<file path="src/rtl/fpu_sequencer.sv">
// fpu_sequencer: buffers FPU instructions in a small FIFO, issues them one at a
// time on the fpu ready/valid handshake and returns one tagged response each.
module fpu_sequencer #(
  parameter int unsigned DEPTH = 4
) (
  input  logic                     clk,
  input  logic                     rstn,
  input  logic                     req_valid,
  output logic                     req_ready,
  input  logic [5:0]               req_op,
  input  logic [4:0]               req_x1,
  input  logic [4:0]               req_x2,
  input  logic [4:0]               req_y,
  input  logic [31:0]              req_data,
  input  logic [3:0]               req_tag,
  output logic [4:0]               fpu_x1,
  output logic [4:0]               fpu_x2,
  output logic [4:0]               fpu_y,
  output logic [5:0]               fpu_op,
  output logic [31:0]              fpu_in_data,
  output logic                     fpu_ready,
  input  logic                     fpu_valid,
  input  logic [31:0]              fpu_out_data,
  input  logic                     fpu_cond,
  output logic                     rsp_valid,
  input  logic                     rsp_ready,
  output logic [31:0]              rsp_data,
  output logic                     rsp_cond,
  output logic [3:0]               rsp_tag,
  output logic                     rsp_err,
  output logic [$clog2(DEPTH):0]   count
);

  localparam int unsigned PTR_W = $clog2(DEPTH);
  localparam int unsigned CNT_W = PTR_W + 1;

  localparam logic [5:0] OP_FCLT = 6'b100000;
  localparam logic [5:0] OP_FCZ  = 6'b101000;

  typedef struct packed {
    logic [5:0]  op;
    logic [4:0]  x1;
    logic [4:0]  x2;
    logic [4:0]  y;
    logic [31:0] data;
    logic [3:0]  tag;
  } entry_t;

  typedef enum logic [1:0] {IDLE, ISSUE, DRAIN} state_t;

  function automatic logic op_legal(input logic [5:0] op);
    logic legal;
    case (op)
      6'b000000, 6'b000001, 6'b000010, 6'b000101, 6'b000110,
      6'b010000, 6'b100000, 6'b101000, 6'b111000, 6'b111001,
      6'b111101, 6'b111110, 6'b111111: legal = 1'b1;
      default:                         legal = 1'b0;
    endcase
    return legal;
  endfunction

  entry_t             mem [DEPTH];
  logic [PTR_W-1:0]   wr_ptr;
  logic [PTR_W-1:0]   rd_ptr;
  logic [CNT_W-1:0]   count_next;
  entry_t             head;
  logic               empty;
  logic               head_legal;
  logic               push_c;
  logic               pop_c;
  logic               rsp_load_c;
  logic               capture_c;
  logic [31:0]        data_hold;
  state_t             state;
  state_t             state_next;

  assign head       = mem[rd_ptr];
  assign empty      = (count == '0);
  assign head_legal = op_legal(head.op);
  assign push_c     = req_valid && req_ready;

  // Operand outputs always mirror the FIFO head; only fpu_ready gates the fpu.
  assign fpu_op      = empty ? '0 : head.op;
  assign fpu_x1      = empty ? '0 : head.x1;
  assign fpu_x2      = empty ? '0 : head.x2;
  assign fpu_y       = empty ? '0 : head.y;
  assign fpu_in_data = empty ? '0 : head.data;

  always_ff @(posedge clk) begin
    if (!rstn) state <= IDLE;
    else       state <= state_next;
  end

  always_comb begin
    state_next = state;
    pop_c      = 1'b0;
    rsp_load_c = 1'b0;
    capture_c  = 1'b0;
    case (state)
      IDLE: begin
        if (!empty && (!rsp_valid || rsp_ready))
          state_next = head_legal ? ISSUE : DRAIN;
      end
      ISSUE: begin
        if (fpu_valid) begin
          capture_c  = 1'b1;
          state_next = DRAIN;
        end
      end
      DRAIN: begin
        pop_c      = 1'b1;
        rsp_load_c = 1'b1;
        state_next = IDLE;
      end
      default: state_next = IDLE;
    endcase
  end

  always_comb begin
    count_next = count;
    if (push_c && !pop_c)      count_next = count + CNT_W'(1);
    else if (!push_c && pop_c) count_next = count - CNT_W'(1);
  end

  // Pointers and occupancy; req_ready follows the registered occupancy, so no bypass.
  always_ff @(posedge clk) begin
    if (!rstn) begin
      wr_ptr    <= '0;
      rd_ptr    <= '0;
      count     <= '0;
      req_ready <= 1'b1;
    end else begin
      if (push_c) wr_ptr <= wr_ptr + PTR_W'(1);
      if (pop_c)  rd_ptr <= rd_ptr + PTR_W'(1);
      count     <= count_next;
      req_ready <= (count_next != CNT_W'(DEPTH));
    end
  end

  always_ff @(posedge clk) begin
    if (push_c)
      mem[wr_ptr] <= '{op: req_op, x1: req_x1, x2: req_x2, y: req_y,
                       data: req_data, tag: req_tag};
  end

  always_ff @(posedge clk) begin
    if (!rstn) begin
      fpu_ready <= 1'b0;
      data_hold <= '0;
    end else begin
      fpu_ready <= (state_next == ISSUE);
      if (capture_c) data_hold <= fpu_out_data;
    end
  end

  // Response holding registers; a reload in the same cycle wins over consumption.
  always_ff @(posedge clk) begin
    if (!rstn) begin
      rsp_valid <= 1'b0;
      rsp_data  <= '0;
      rsp_cond  <= 1'b0;
      rsp_tag   <= '0;
      rsp_err   <= 1'b0;
    end else if (rsp_load_c) begin
      rsp_valid <= 1'b1;
      rsp_tag   <= head.tag;
      rsp_err   <= !head_legal;
      rsp_data  <= head_legal ? data_hold : 32'h0;
      if ((head.op == OP_FCLT) || (head.op == OP_FCZ)) rsp_cond <= fpu_cond;
    end else if (rsp_ready) begin
      rsp_valid <= 1'b0;
    end
  end

endmodule

</file>
<file path="config.mk">
export PLATFORM = sky130hd
export DESIGN_NAME = fpu_sequencer
export DESIGN_NICKNAME = d
export VERILOG_FILES = /design/src/rtl/fpu_sequencer.sv
export SDC_FILE = /design/constraint.sdc
export NUM_CORES = 1
export LEC_CHECK = 0
export BUFFER_PORTS_ARGS = -buffer_cell sky130_fd_sc_hd__buf_4
export CORE_AREA = 2 2 207 209
export CTS_BUF_LIST = sky130_fd_sc_hd__clkbuf_8
export DETAILED_ROUTE_END_ITERATION = 12
export DIE_AREA = 0 0 209 211
export GPL_ROUTABILITY_DRIVEN = 0
export HOLD_SLACK_MARGIN = 0.1
export PLACE_DENSITY = 0.53
export SLEW_MARGIN = 20
export SYNTH_ARGS = -nofsm -noshare
export SYNTH_HDL_FRONTEND = slang
export SYNTH_SLANG_ARGS = --single-unit
</file>
<file path="constraint.sdc">
create_clock -name clk -period 3.7 [get_ports clk]
set_clock_uncertainty 0.2 [all_clocks]
set_input_delay 1.11 -clock clk [delete_from_list [all_inputs] [get_ports clk]]
set_output_delay 1.11 -clock clk [all_outputs]
set_load 0.02 [all_outputs]
</file>
* After elaboration in Yosys (flattened, before gate mapping)
Memories as Yosys holds them, arrays and structs flattened. A register that Yosys moved wholly into a read port is not among the register bits.
Cells that the tools add are included.
** Word-level totals
- Memory bits (read-only) :: 64
- Flip-flop bits (word level) :: 82
- RAM bits :: 228
- Output and inout port bits :: 97
- Memories kept :: 2
- Logic and storage cells :: 60
- Latch bits :: 0
- Bits of input ports :: 95
** Cells by class
- Mux-type cells :: 21
- Reduce and logical (&&, ||, !) cells :: 15
- Add/sub/neg operators :: 4
- Shift-type cells :: 0
- Bitwise operators :: 0
- Magnitude comparators :: 0
- Equality and inequality tests :: 6
- Multipliers :: 0
- Divide/modulo/power cells :: 0
** Memory list
- mem :: depth 4, width 57, read ports 1, clocked after Yosys merged registers in 1, write ports 1, RTL line 62 : entry_t mem [DEPTH];
- (no name shown) :: depth 64, width 1, read ports 1, clocked after Yosys merged registers in 0, write ports 0, RTL line 53 : case (op)
** Operators by type and width (count)
- 32-bit 2-to-1 mux :: 2
- 5-bit 2-to-1 mux :: 3
- 6-bit equality test, second input constant :: 2
- 2-bit 2-to-1 mux :: 5
- 1-bit 2-to-1 mux :: 7
- 3-bit 2-to-1 mux :: 2
- 6-bit 2-to-1 mux :: 1
- 1-bit zero test :: 5
- 2-bit by 1-bit adder with 2-bit output, second input constant :: 2
- 2-bit by 1-bit equality test with 1-bit output, second input constant :: 2
- 1-bit logical AND :: 4
- 2-bit case mux with 2 select lines :: 1
- 3-bit by 1-bit adder with 3-bit output, second input constant :: 1
- 3-bit zero test :: 1
- 3-bit inequality test, second input constant :: 1
- 3-bit by 1-bit subtractor with 3-bit output, second input constant :: 1
- 2-bit equality test, second input constant :: 1
- 2-bit zero test :: 1
- 1-bit logical OR :: 2
- 2-bit AND reduction :: 1
- 2-bit nonzero test :: 1

* Depth between registers and ports, before layout
- Depth in word-level cells :: 6
- Mapped depth :: 9
- Depth with buffers taken out :: 7

* Worst setup path before layout
OpenSTA, ideal clock, no wires.
- Kind :: in2reg
- From :: input req_valid
- To :: memory mem[0][0] (netlist name) (enable)
- Buffers on the path :: 0
- Setup slack :: 0.572 ns
- Stages :: 1
- Setup time :: 0.421 ns
- Arrival time :: 2.507 ns
- Data required time :: 3.079 ns
- Path through :: and3_1
** Between the ends
- Cells in the longest elaborated chain, start to end :: 3
** Ends and longest elaborated chain
- start, declared :: RTL line 8 : input logic req_valid,
- 1-bit logical AND :: RTL line 80 : assign push_c = req_valid && req_ready;
- 1-bit 2-to-1 mux :: RTL line 141 : if (push_c)
- 1-bit 2-to-1 mux (implied by the code) :: RTL line 142 : mem[wr_ptr] <= '{op: req_op, x1: req_x1, x2: req_x2, y: req_y,
- end, declared :: RTL line 62
Every way passes these cells.

* Final worst setup path
- From :: register count[0]
- To :: output fpu_op[2]
** Between the ends
- Cells in the longest elaborated chain, start to end :: 2
** Ends and longest elaborated chain
- start, declared :: RTL line 31 : output logic [$clog2(DEPTH):0] count
- start signal, assigned :: RTL line 135 : count <= count_next;
- 3-bit zero test :: RTL line 78 : assign empty = (count == '0);
- 6-bit 2-to-1 mux :: RTL line 83 : assign fpu_op = empty ? '0 : head.op;
- end, declared :: RTL line 19 : output logic [5:0] fpu_op,
Every way passes these cells.

==> impl_metrics.toml <==
[cts]
clk-insertion-delay-late_ps = 630
clock_sink_count = 312
clk_transition_reported_paths_ps = 50
hold_buffers = 0
setup_bufs_post_cts = 6
tritoncts = "done"
max-clock-path-buffers = 3
cts_resized = 0
total_clock_buffers_created_by_cts = 57
cts-root-buf = "clkbuf_8"
clock_tree.htree_level_count = 2

[sta]
hold_viol_final = 0
timing.final.setup_violations = 0
timing.setup.tns_ps = 0
fin_crit_ps = 3500
rsz_0062_raised_after_global_routing = "no"
relSlewSlack = 0.477
final_max_slew_viol_count = 0
tightest_slew_ps = 785
maxClockFrequency_mhz = 286
period_share = 0.946

[routing]
first_iter_violations = 412
detailedRoute.firstPassIterationCount = 5
route.detailed.drc = 0
ant_nets = 0
detail_route.wl_per_cell_um = 18.9
via_count = 7714
vias_per_cell = 4.68
wirelength_um = 31200

[synthesis]
synth.top_cells.by_area = "edfxtp_1 (55%), dfxtp_1 (14%), mux4_2 (10%), nand2_1 (4.4%), nor2b_1 (2.7%)"
yosysWarningCount = 0
yosys.cell_count.top_type = "edfxtp_1"
number_of_library_cell_types_mapped_by_synthesis = 39
synth_top_area_cell = "edfxtp_1"
post-synth-top-area-fraction = 0.551
syn-num-nets = 944
ys_seq_area_frac = 0.687
synthesis.area_per_instance_um2 = 14.8
post_synth_most_frequent_cells = "edfxtp_1 (228), nand2_1 (144), dfxtp_1 (84)"
asyncSetResetFlopFracSynth = 0
netlist_instances = 839
count_of_flip_flops_with_a_built_in_enable_after_synthesis = 228
synth.ff_latch_count = 312
syn_area_mm2 = 0.0124
synth_ff_type = "edfxtp_1"

[power_and_ir_drop]
power.net_switching_uw = 3530
static_leakage_power_uw = 0.00555
vdd_drop_max_mv = 0.328
p_seq_frac = 0.386
netSwitchingFraction = 0.329
cellPowerDensity_mw_per_mm2 = 679
power.share.clock = 0.304
power_frac_comb = 0.310
p_int_uw = 7220

[worst_setup_path]
crit_start_category = "flop"
worst-r2r-setup-slack_ps = 940
cp-end-kind = "output port"
worstSetupPathType = "reg -> out"
worst-endpoint-required_ps = 2390
cp-startpoint = "count[0]"
critPathMaxFanout = 25
critPathArrivalTime_ps = 2190
reg2regPathDepth = 8
timing.critical_path.to = "fpu_op[2]"
worst_r2r_endpoint = "rsp_err"

[finish]
register_area_mm2 = 0.00854
layout-drive-gt1-share = 0.336
num-nets-final = 1168
filler_cell_count = 3972
areaGrowthSynthToFinish_pct = 27.5
layoutNonFillerInstCount = 1648
multi_input_area_mm2 = 0.00364

[global_route]
grt_pass1_wl_um = 48100
grt_start_max_net_pins = 66
grt_overflow = 0
grt_antenna_before_repair = 3
grt.total_usage = 0.144
first_global_vias = 8068

[die]
die_area_mm2 = 0.0441
floorplan.io_pins = 192
die_height_um = 211
floorplan.core_area_mm2 = 0.0418
placement_row_count = 75
initial_utilization = 0.297
die_width_um = 209

[placement]
dp.cells = 1537
dp.final_hpwl_um = 19100
io_buffer_count = 191

[flow_run]
max-cap-violations = 0

[run_status]
outcome = "complete, no violations"

[hold_path]
timing.hold.worst.class = "reg -> reg"
[flip-flops by register name, indices dropped and copies added, names as in the netlist, 2 cells and up, named ones only]
name and count:
count 3, wr_ptr 2, rd_ptr 2, data_hold 32, state 2, rsp_tag 4, rsp_data 32, mem 228
[critical path: stages (launching register included)]
cell,delay [ps]
dfxtp_1,410
inv_1,110
ha_1,210
nor2b_4,130
buf_4,240
nor2b_1,260
buf_4,190
[cells in the final DEF (no fill, tap or decap), drive strengths merged, types with 2 or more instances in the layout]
master / instances
edfxtp: 228
buf: 223
nand2: 144
dfxtp: 84
clkbuf: 62
mux4: 57
nor2b: 54
a21oi: 41
and2: 34
o211ai: 33
inv: 33
o2111ai: 32
nor2: 14
clkinv: 13
ha: 10
and3: 7
bufinv: 4
xnor2: 3
nor3: 3
nand3: 3
mux2i: 3
o21ai: 3
diode: 2
nand2b: 2
a31oi: 2
[logic make-up (layout without fill, tap and decap cells)]
| logic type | after synthesis | after routing | synth area share |
|---|---|---|---|
| adder cells (fa/ha/maj) | 10 | 10 | 0.0101 |
| XOR/XNOR | 4 | 4 | 0.00282 |
| AO/OA/AOI/OAI | 119 | 119 | 0.0678 |
| buffers and inverters | 68 | 336 | 0.0242 |
| flip-flops | 312 | 312 | 0.687 |
| other | 0 | 2 | 0 |
| multiplexers | 60 | 60 | 0.106 |
| AND/OR/NAND/NOR | 266 | 266 | 0.102 |
[routing by layer]
layer	GRT usage	routed length, um	up-vias
met2	0.231	14600	220
met1	0.180	13400	3803
met5	0	27	-
met4	0.0534	749	4
met3	0.0480	2390	58
li1	-	-	3629
[how the worst min path moves through the flow]
stage,to,startpoint,slack [ps],cells past startpoint
global placement,rsp_tag[0],rsp_tag[0],250,2
detailed placement,rsp_tag[1],rsp_tag[1],250,2
floorplan,data_hold[0],data_hold[0],240,2
global route,rsp_tag[0],rsp_tag[0],270,2
CTS,rsp_tag[2],rsp_tag[2],260,2
finish,rsp_tag[1],rsp_tag[1],260,2
[power groups by stage]
stage	Sequential [uW]	Combinational [uW]	Clock [uW]
after global placement	4280	3290	0
final	4150	3340	3260
after global routing	4180	3630	3570
after floorplan	4230	1950	0
after detailed placement	4290	3280	0
after CTS	4160	3420	3410
[area by class of cell]
cell class | instances | share of cell area
flip-flops and latches | 312 | 0.539
multi-input cells | 459 | 0.230
well taps | 539 | 0.0426
inverters | 10 | 0.00237
clock inverters | 41 | 0.0180
diodes | 2 | 0.000316
clock buffers | 62 | 0.0539
repair buffers | 223 | 0.113
[metrics by stage]
step / cell area [um2] / hold WS [ps] / power, uW / setup slack [ps] / util
after floorplan: 12400 / 245 / 6190 / 572 / -
final: 15800 / 256 / 10800 / 200 / 0.379
after global placement: 14600 / 249 / 7560 / 588 / 0.350
after detailed placement: 14600 / 252 / 7560 / 589 / 0.350
after global routing: 15800 / 275 / 11400 / 42.2 / 0.379
after CTS: 15800 / 261 / 11000 / 98.4 / 0.379
Note: power is estimated with default switching activity, not from simulation.
